**src/rtl/riscv_pkg.sv**
```systemverilog
// Shared definitions for the RISC-V core front end: default data width,
// the fetch entry carried through the prefetch buffer, and the NOP encoding
// that ID substitutes whenever no valid instruction is presented.
package riscv_pkg;

  localparam int XLEN = 32;

  // addi x0, x0, 0
  localparam logic [31:0] NOP = 32'h0000_0013;

  typedef struct packed {
    logic [XLEN-1:0] pc;
    logic [XLEN-1:0] inst;
  } fetch_entry_t;

endpackage

```
**src/rtl/fetch_fifo.sv**
```systemverilog
// Prefetch buffer: synchronous FIFO of fetch_entry_t with push, pop and a
// flush that wins over both. Pointers are log2(DEPTH) bits wide and wrap
// naturally because DEPTH is a power of two. No overflow protection: the
// producer's credit rule guarantees a push never meets a full buffer.
module fetch_fifo
  import riscv_pkg::*;
#(
  parameter int DEPTH = 4,
  localparam int AW = $clog2(DEPTH),
  localparam int CW = $clog2(DEPTH) + 1
) (
  input  logic          clk_i,
  input  logic          rst_i,
  input  logic          flush_i,
  input  logic          push_i,
  input  fetch_entry_t  push_data_i,
  input  logic          pop_i,
  output fetch_entry_t  head_o,
  output logic [CW-1:0] count_o
);

  fetch_entry_t   mem_q [DEPTH];
  fetch_entry_t   mem_d [DEPTH];
  logic [AW-1:0]  wr_ptr_q, wr_ptr_d;
  logic [AW-1:0]  rd_ptr_q, rd_ptr_d;
  logic [CW-1:0]  count_q, count_d;

  // Next pointer/occupancy/storage; flush discards everything.
  always_comb begin
    mem_d    = mem_q;
    wr_ptr_d = wr_ptr_q;
    rd_ptr_d = rd_ptr_q;
    count_d  = count_q;
    if (flush_i) begin
      wr_ptr_d = '0;
      rd_ptr_d = '0;
      count_d  = '0;
    end else begin
      if (push_i) begin
        mem_d[wr_ptr_q] = push_data_i;
        wr_ptr_d        = wr_ptr_q + AW'(1);
      end
      if (pop_i) begin
        rd_ptr_d = rd_ptr_q + AW'(1);
      end
      count_d = count_q + {{(CW-1){1'b0}}, push_i} - {{(CW-1){1'b0}}, pop_i};
    end
  end

  // Control registers with synchronous active-low reset.
  always_ff @(posedge clk_i) begin
    if (!rst_i) begin
      wr_ptr_q <= '0;
      rd_ptr_q <= '0;
      count_q  <= '0;
    end else begin
      wr_ptr_q <= wr_ptr_d;
      rd_ptr_q <= rd_ptr_d;
      count_q  <= count_d;
    end
  end

  // Storage needs no reset; empty slots are never presented.
  always_ff @(posedge clk_i) begin
    mem_q <= mem_d;
  end

  assign head_o  = mem_q[rd_ptr_q];
  assign count_o = count_q;

endmodule

```
**src/rtl/fetch_decrypt_unit.sv**
```systemverilog
// Instruction-fetch front end: sequential PC, ROM request, XOR decryption with
// a per-block key, prefetch buffering and redirect flush.
// Optional feature macro: FETCH_DECRYPT_EN. When undefined the raw ROM word
// is delivered, key_addr_o is tied to 0 and key_data_i is ignored.
// XLEN must equal riscv_pkg::XLEN because buffer entries use fetch_entry_t.
//
// Handshake: an instruction transfers to ID on a rising clock edge where
// inst_valid_o && inst_ready_i are both high (and no redirect is present);
// while inst_valid_o is high and inst_ready_i low, inst_o and pc_o hold.
module fetch_decrypt_unit
  import riscv_pkg::*;
#(
  parameter int              XLEN     = riscv_pkg::XLEN,
  parameter int              DEPTH    = 4,
  parameter int              KEY_LSB  = 4,
  parameter int              KEY_AW   = 4,
  parameter logic [XLEN-1:0] RESET_PC = '0
) (
  input  logic              clk_i,
  input  logic              rst_i,
  input  logic              redirect_i,
  input  logic [XLEN-1:0]   redirect_pc_i,
  output logic              imem_req_o,
  output logic [XLEN-1:0]   imem_addr_o,
  input  logic [XLEN-1:0]   imem_data_i,
  output logic [KEY_AW-1:0] key_addr_o,
  input  logic [XLEN-1:0]   key_data_i,
  output logic              inst_valid_o,
  input  logic              inst_ready_i,
  output logic [XLEN-1:0]   inst_o,
  output logic [XLEN-1:0]   pc_o
);

  localparam int            CW      = $clog2(DEPTH) + 1;
  localparam logic [CW:0]   DEPTH_C = (CW + 1)'(DEPTH);

  logic [XLEN-1:0] fpc_q, fpc_d;
  logic            inflight_q, inflight_d;
  logic [XLEN-1:0] inflight_pc_q, inflight_pc_d;

  logic [CW-1:0]   fifo_count;
  logic [CW:0]     occ_after;
  fetch_entry_t    head;
  fetch_entry_t    push_entry;
  logic            issue;
  logic            push;
  logic            pop;
  logic            flush;
  logic [XLEN-1:0] dec_word;

  logic unused_pc_bits;
  assign unused_pc_bits = ^redirect_pc_i[1:0];

`ifdef FETCH_DECRYPT_EN
  assign dec_word   = imem_data_i ^ key_data_i;
  assign key_addr_o = fpc_q[KEY_LSB +: KEY_AW];
`else
  logic unused_key;
  assign unused_key = ^key_data_i;
  assign dec_word   = imem_data_i;
  assign key_addr_o = '0;
`endif

  // Credit check, request issue, PC advance and kill of in-flight responses.
  always_comb begin
    occ_after     = {1'b0, fifo_count} + {{CW{1'b0}}, inflight_q}
                  - {{CW{1'b0}}, pop};
    issue         = rst_i && !redirect_i && (occ_after < DEPTH_C);
    push          = inflight_q && !redirect_i;
    flush         = redirect_i;
    fpc_d         = fpc_q;
    inflight_d    = issue;
    inflight_pc_d = inflight_pc_q;
    if (issue) begin
      inflight_pc_d = fpc_q;
    end
    if (redirect_i) begin
      fpc_d = {redirect_pc_i[XLEN-1:2], 2'b00};
    end else if (issue) begin
      fpc_d = fpc_q + XLEN'(4);
    end
  end

  // Fetch PC and in-flight tracking registers.
  always_ff @(posedge clk_i) begin
    if (!rst_i) begin
      fpc_q         <= RESET_PC;
      inflight_q    <= 1'b0;
      inflight_pc_q <= '0;
    end else begin
      fpc_q         <= fpc_d;
      inflight_q    <= inflight_d;
      inflight_pc_q <= inflight_pc_d;
    end
  end

  assign pop        = inst_valid_o && inst_ready_i && !redirect_i;
  assign push_entry = '{pc: inflight_pc_q, inst: dec_word};

  fetch_fifo #(
    .DEPTH (DEPTH)
  ) u_fifo (
    .clk_i       (clk_i),
    .rst_i       (rst_i),
    .flush_i     (flush),
    .push_i      (push),
    .push_data_i (push_entry),
    .pop_i       (pop),
    .head_o      (head),
    .count_o     (fifo_count)
  );

  assign imem_req_o   = issue;
  assign imem_addr_o  = fpc_q;
  assign inst_valid_o = (fifo_count != '0);
  assign inst_o       = inst_valid_o ? head.inst : '0;
  assign pc_o         = inst_valid_o ? head.pc   : '0;

endmodule

```
**config.mk**
```make
export PLATFORM = sky130hd
export DESIGN_NAME = fetch_decrypt_unit
export DESIGN_NICKNAME = d
export VERILOG_FILES = /design/src/rtl/riscv_pkg.sv /design/src/rtl/fetch_fifo.sv /design/src/rtl/fetch_decrypt_unit.sv
export SDC_FILE = /design/constraint.sdc
export NUM_CORES = 1
export LEC_CHECK = 0
export ABC_AREA = 1
export CELL_PAD_IN_SITES_DETAIL_PLACEMENT = 1
export CELL_PAD_IN_SITES_GLOBAL_PLACEMENT = 1
export CORE_MARGIN = 8
export CORE_UTILIZATION = 42
export CTS_CLUSTER_DIAMETER = 150
export DETAILED_ROUTE_END_ITERATION = 16
export PLACE_DENSITY_LB_ADDON = 0.25
export SLEW_MARGIN = 20
export SYNTH_ARGS = -nofsm -noshare
export SYNTH_HDL_FRONTEND = slang
export SYNTH_SLANG_ARGS = --single-unit
```
**constraint.sdc**
```tcl
create_clock -name clk_i -period 4.8 [get_ports clk_i]
set_clock_uncertainty 0.05 [all_clocks]
set_input_delay 0.96 -clock clk_i [delete_from_list [all_inputs] [get_ports clk_i]]
set_output_delay 0.96 -clock clk_i [all_outputs]
set_load 0.01 [all_outputs]
```
======== After elaboration in Yosys (flattened, before gate mapping) ========
Index checks and enable logic that the tools add are counted.
W data, S select, Z words.
cells by class
  bitwise operators ....................... 4
  $add $sub $neg .......................... 7
  reduce and logical (&&, ||, !) cells .... 11
  $lt $le $gt $ge ......................... 4
  multiplexer cells ....................... 10
operators with widths
  cell                     number
  $bwmux W256              1
  $mux W64                 3
  $bmux W64 S2             1
  $demux W64 S2            1
  $mux W32                 4
  $add A32 B3 Y32 const B  1
  $ge A3 B3 Y1 const B     2
  $logic_and A1 B1 Y1      6
  $not A2 Y3               2
  $add A2 B1 Y2 const B    2
  $add A3 B1 Y4            1
  $lt A4 B3 Y1 const B     1
  $sub A4 B1 Y4            1
  $add A3 B1 Y3            1
  $lt A3 B1 Y1 const B     1
  $reduce_bool A3 Y1       1
  $sub A3 B1 Y3            1
  $not A1 Y1               2
  $reduce_and A2 Y1        1
  $reduce_bool A2 Y1       1
  $reduce_or A2 Y1         1
  $logic_not A1 Y1         1
storage, ports and cells
  flip-flop bits (word level) ............. 328

======== Logic depth before layout (Yosys ltp) ========
  depth after elaboration ................. 8
  gate-level depth with buffers ........... 17
  depth with buffers taken out ............ 16

======== Cells and area by module ========
From an unflattened synthesis, not the netlist that was laid out.
second synthesis, totals
  cell total of the unflattened synthesis .. 1435
  area total of the unflattened synthesis .. 14053.5 sq um
modules (own cells, without submodules)
  module              cells each  times used  area each (sq um)
  fetch_fifo          739         1           10058.4
  fetch_decrypt_unit  696         1           3995.1

======== Worst setup path before layout ========
Ideal clock, no wire load.
  path kind ............................... input port to flip-flop
  from .................................... input port redirect_i
  to ...................................... register u_fifo.mem_q[0] (netlist name) (enable)
  required time ........................... 4268 ps
  cell stages on the path ................. 4
  buffers on the path ..................... 1
  data arrival time ....................... 3948 ps
  slack ................................... 320 ps
  cell sequence ........................... buf_2 > nor2_1 > inv_1 > nor2_1
between the ends
  longest elaborated chain between the ends .. 3
  elaborated cells between the ends (all ways) .. 4
RTL lines
  element                             line                      RTL
  from (decl)                         fetch_decrypt_unit.sv:21  input logic redirect_i,
  $logic_not A1 Y1                    fetch_decrypt_unit.sv:69  push = inflight_q && !redirect_i;
  $logic_and A1 B1 Y1                 fetch_decrypt_unit.sv:69
  via push                            fetch_decrypt_unit.sv:46  logic push;
  $reduce_and A2 Y1 (no source line)  n/a
  to (signal assigned)                fetch_fifo.sv:65          mem_q <= mem_d;
  to (decl)                           fetch_fifo.sv:22          fetch_entry_t mem_q [DEPTH];
The timed path passes the listed nets, and every way through them passes these cells.
A chain may end at the register's enable or synchronous reset.

======== Worst setup path in the final report ========
  from .................................... input port redirect_i
  to ...................................... output port imem_req_o
between the ends
  longest elaborated chain between the ends .. 5
  elaborated cells between the ends (all ways) .. 6
RTL lines
  element              line                      RTL
  $logic_not A1 Y1     fetch_decrypt_unit.sv:97  assign pop = inst_valid_o && inst_ready_i && !redirect_i;
  $logic_and A1 B1 Y1  fetch_decrypt_unit.sv:97
  via pop              fetch_decrypt_unit.sv:47  logic pop;
  $sub A4 B1 Y4        fetch_decrypt_unit.sv:67  - {{CW{1'b0}}, pop};
  $lt A4 B3 Y1         fetch_decrypt_unit.sv:68  issue = rst_i && !redirect_i && (occ_after < DEPTH_C);
  $logic_and A1 B1 Y1  fetch_decrypt_unit.sv:68
  to (decl)            fetch_decrypt_unit.sv:23  output logic imem_req_o,
The timed path passes the listed nets, and every way through them passes these cells.

==> summary.log <==
INFO  status         outcome=completed
INFO  worst_hold_path worst_hold_path_type=flip-flop to flip-flop
INFO  logic_synthesis synth_top_cells_by_count=333 x sky130_fd_sc_hd__nor2_1, 248 x sky130_fd_sc_hd__edfxtp_1, 180 x sky130_fd_sc_hd__nand2_1
INFO  cts            cts-htree-levels=2
INFO  detailed_routing drtPass1Iterations=5
INFO  final_layout   fill_cells=3460
INFO  floorplanning  fp-row-count=65
INFO  final_layout   final_cell_count_no_fill=1912
INFO  grt            grt_pass1_wl=58700µm
INFO  timing         fin_crit=4420ps
INFO  cts            tritoncts=yes
INFO  timing         period_utilisation_layout=0.920
INFO  floorplanning  num_io_pins=202
INFO  timing         maxSlewViolCount=0
INFO  timing         finalSetupViolations=0
INFO  logic_synthesis yosys_register_bits=316
INFO  cts            cts-buffers-inserted=34
INFO  floorplanning  die_width=195µm
INFO  timing         setup_tns=0ps
INFO  cts            source_to_sink_clock_delay_at_the_later_pin_of_the_worst_skew_pair=510ps
INFO  cts            clock_sink_count=316
INFO  cts            post_cts.repair.setup_buffers=0
INFO  detailed_routing detail-route-antenna-nets=0
INFO  logic_synthesis synthCells=1346
INFO  logic_synthesis ys_warn_count=0
INFO  detailed_routing route.vias.total=10100
INFO  worst_hold_path hold_end=u_fifo.mem_q[243]$_DFFE_PP_
INFO  critical_path  path_max_fanout=4
INFO  pwr            pwr_density_cell=363mW/mm²
INFO  cts            ctsHoldBuffers=0
INFO  floorplanning  core-area=0.0315mm²
INFO  detailed_routing initialDrtViolationCount=397
INFO  logic_synthesis synthDominantAreaCellType=sky130_fd_sc_hd__edfxtp_1
INFO  final_layout   antenna_diodes=0
INFO  logic_synthesis synth.top_cells.by_area=sky130_fd_sc_hd__edfxtp_1 56%, sky130_fd_sc_hd__dfxtp_1 10%, sky130_fd_sc_hd__nor2_1 9.3%, sky130_fd_sc_hd__o21ai_0 6.1%, sky130_fd_sc_hd__nand2_1 5.0%
INFO  run            drv.max_cap_violation_count=0
INFO  detailed_routing drc=0
INFO  grt            grt_use_total=0.193
INFO  grt            grt-ovfl-total=0
INFO  logic_synthesis post-synth-top-area-fraction=0.555
INFO  floorplanning  floorplan.initialDensity=0.426
INFO  floorplanning  chipHeight=195µm
INFO  critical_path  worst_r2r_endpoint=imem_addr_o[25]$_SDFFE_PN0P_
INFO  timing         grt_setup_unrepaired=false
INFO  logic_synthesis dominantRegCellSynth=sky130_fd_sc_hd__edfxtp_1
INFO  timing         worst_relative_slew_slack=0.419
INFO  critical_path  worst-r2r-cell-count=15
INFO  logic_synthesis register_area_share_after_synthesis=0.657
INFO  critical_path  critical_path_required=3790ps
INFO  floorplanning  floorplan.die_area=0.0379mm²
INFO  timing         max_clock_freq=226MHz
INFO  critical_path  worstPathArrival=3410ps
INFO  timing         timing.hold.ws=444ps
INFO  final_layout   drive_above_1_share=0.0636
INFO  logic_synthesis synthesis.area=0.0134mm²
INFO  logic_synthesis postSynthAreaPerCell=9.96µm²
INFO  timing         final-hold-violation-count=0
INFO  final_layout   area_delta_synth_final=22.8%
INFO  critical_path  r2r-start=u_fifo.count_o[1]$_SDFF_PN0_
INFO  detailed_routing drt-wirelength-per-cell=19.4µm
INFO  detailed_routing route.final.wire_length=37200µm
INFO  detailed_routing post_drt_via_cell_ratio=5.26
INFO  critical_path  critPathLaunchType=input pin
INFO  final_layout   design.final.nets=1596
INFO  critical_path  criticalPathCategory=input pin to primary output
INFO  timing         worstMarginPinSlew=871ps
INFO  pwr            irDropWorstVdd=0.190mV
INFO  cts            cts-resized-gates=0
INFO  grt            antenna_found_initial=0
INFO  logic_synthesis post-synth-top-count-cell=sky130_fd_sc_hd__nor2_1
INFO  cts            clkTransAtPathRegs=60ps
INFO  placed_design  dp.final_hpwl=23500µm
INFO  logic_synthesis yosys.cell_types.count=34
INFO  grt            grt_start_max_net_pins=69
INFO  cts            cts_max_path_buffers=3
INFO  logic_synthesis synth_enable_flop_cells=248
INFO  placed_design  port-buffer-count=159
INFO  critical_path  setup.worst_path.end_class=primary output
INFO  pwr            p_leak=0.00582µW
INFO  cts            clk_root_buffer_cell=sky130_fd_sc_hd__clkbuf_16
INFO  worst_hold_path hold_path_startpoint=inflight_pc_q[19]$_SDFFE_PN0P_
INFO  logic_synthesis synth_async_sr_flop_share=0
INFO  critical_path  r2r_setup_slack=2030ps
INFO  placed_design  placed_cells=1852
INFO  worst_hold_path hold_depth=0
INFO  grt            vias_in_the_first_global_route=10600
INFO  placed_design  globalplace.congestion=0.874
==> flip-flops by register name (all words and copies together) (netlist names) <==
| register | count |
|---|---|
| u_fifo.mem_q | 248 |
| imem_addr_o | 30 |
| inflight_pc_q | 30 |
| u_fifo.rd_ptr_q | 2 |
| u_fifo.count_o | 3 |
| u_fifo.wr_ptr_q | 2 |
| inflight_q | 1 |
==> through the flow <==
stage	cell area [µm²]	setup slack [ps]	util	power [µW]
finish	16500	383	0.523	5970
global route	16500	158	0.523	6190
detailed placement	15400	354	0.489	3530
floorplan	13400	320	-	3320
CTS	16500	346	0.523	6030
global placement	15400	432	0.489	3510
==> how the worst max path moves through the flow <==
stage / startpoint / to / slack [ps] / cells past startpoint
after floorplan: redirect_i / u_fifo.mem_q[0]$_DFFE_PP_ / 320 / 4
after global placement: redirect_i / imem_req_o / 430 / 13
after detailed placement: redirect_i / imem_req_o / 350 / 13
after CTS: redirect_i / imem_req_o / 350 / 13
after global routing: redirect_i / imem_req_o / 160 / 13
final: redirect_i / imem_req_o / 380 / 13
==> critical path: stages <==
cell                              delay, ps
sky130_fd_sc_hd__clkdlybuf4s50_1        420
sky130_fd_sc_hd__inv_1                  140
sky130_fd_sc_hd__nand2_1                 70
sky130_fd_sc_hd__nor2_1                 210
sky130_fd_sc_hd__ha_1                   190
sky130_fd_sc_hd__inv_1                   70
sky130_fd_sc_hd__ha_1                   290
sky130_fd_sc_hd__nand3_1                120
sky130_fd_sc_hd__nand2_1                 80
sky130_fd_sc_hd__nand2_1                 70
sky130_fd_sc_hd__nand3_2                100
sky130_fd_sc_hd__nor2_4                 150
sky130_fd_sc_hd__clkdlybuf4s50_1        540
==> placed cells by master (no fill, tap or decap), drive strengths merged <==
cell type and count:
o21ai 165, fa 1, dfxtp 68, clkbuf 48
buf 17, a21oi 114, inv 65, clkdlybuf4s50 159
bufinv 2, o21bai 1, clkinvlp 2, nor2 340
xnor2 1, and2 1, nand3 52, a21boi 4
nand4 1, nor3 4, nand2 188, clkinv 7
ha 9, edfxtp 248, a22oi 5, conb 8
==> logic make-up after synthesis <==
family	Yosys count	synth area share
flops	316	0.657
buf+inv	143	0.0455
compound gates	289	0.111
other cells	1	0.000280
fa+ha+maj	10	0.00989
simple gates	586	0.176
xor+xnor	1	0.000653
==> routing by layer <==
layer  vias up  global-route usage  routed length [µm]
met5         -                   0                   0
met4         0              0.0608                1010
met3        60              0.0385                1970
met2       234               0.323               17900
met1      4929               0.249               16300
li1       4833                   -                   -
==> where the power goes <==
| part | internal, µW | switching (µW) | total [µW] |
|---|---|---|---|
| clock | 1480 | 1020 | 2500 |
| sequential | 3020 | 68.1 | 3090 |
| combinational | 163 | 213 | 376 |
==> layout make-up <==
| class | instances | area, µm² | area share |
|---|---|---|---|
| clock buffers | 48 | 945 | 0.0574 |
| well taps | 402 | 503 | 0.0306 |
| multi-input cells | 894 | 4060 | 0.247 |
| flip-flops and latches | 316 | 8810 | 0.535 |
| inverters | 64 | 241 | 0.0147 |
| clock inverters | 12 | 119 | 0.00722 |
| repair buffers | 176 | 1780 | 0.108 |
Note: power is estimated with default switching activity, not from simulation.
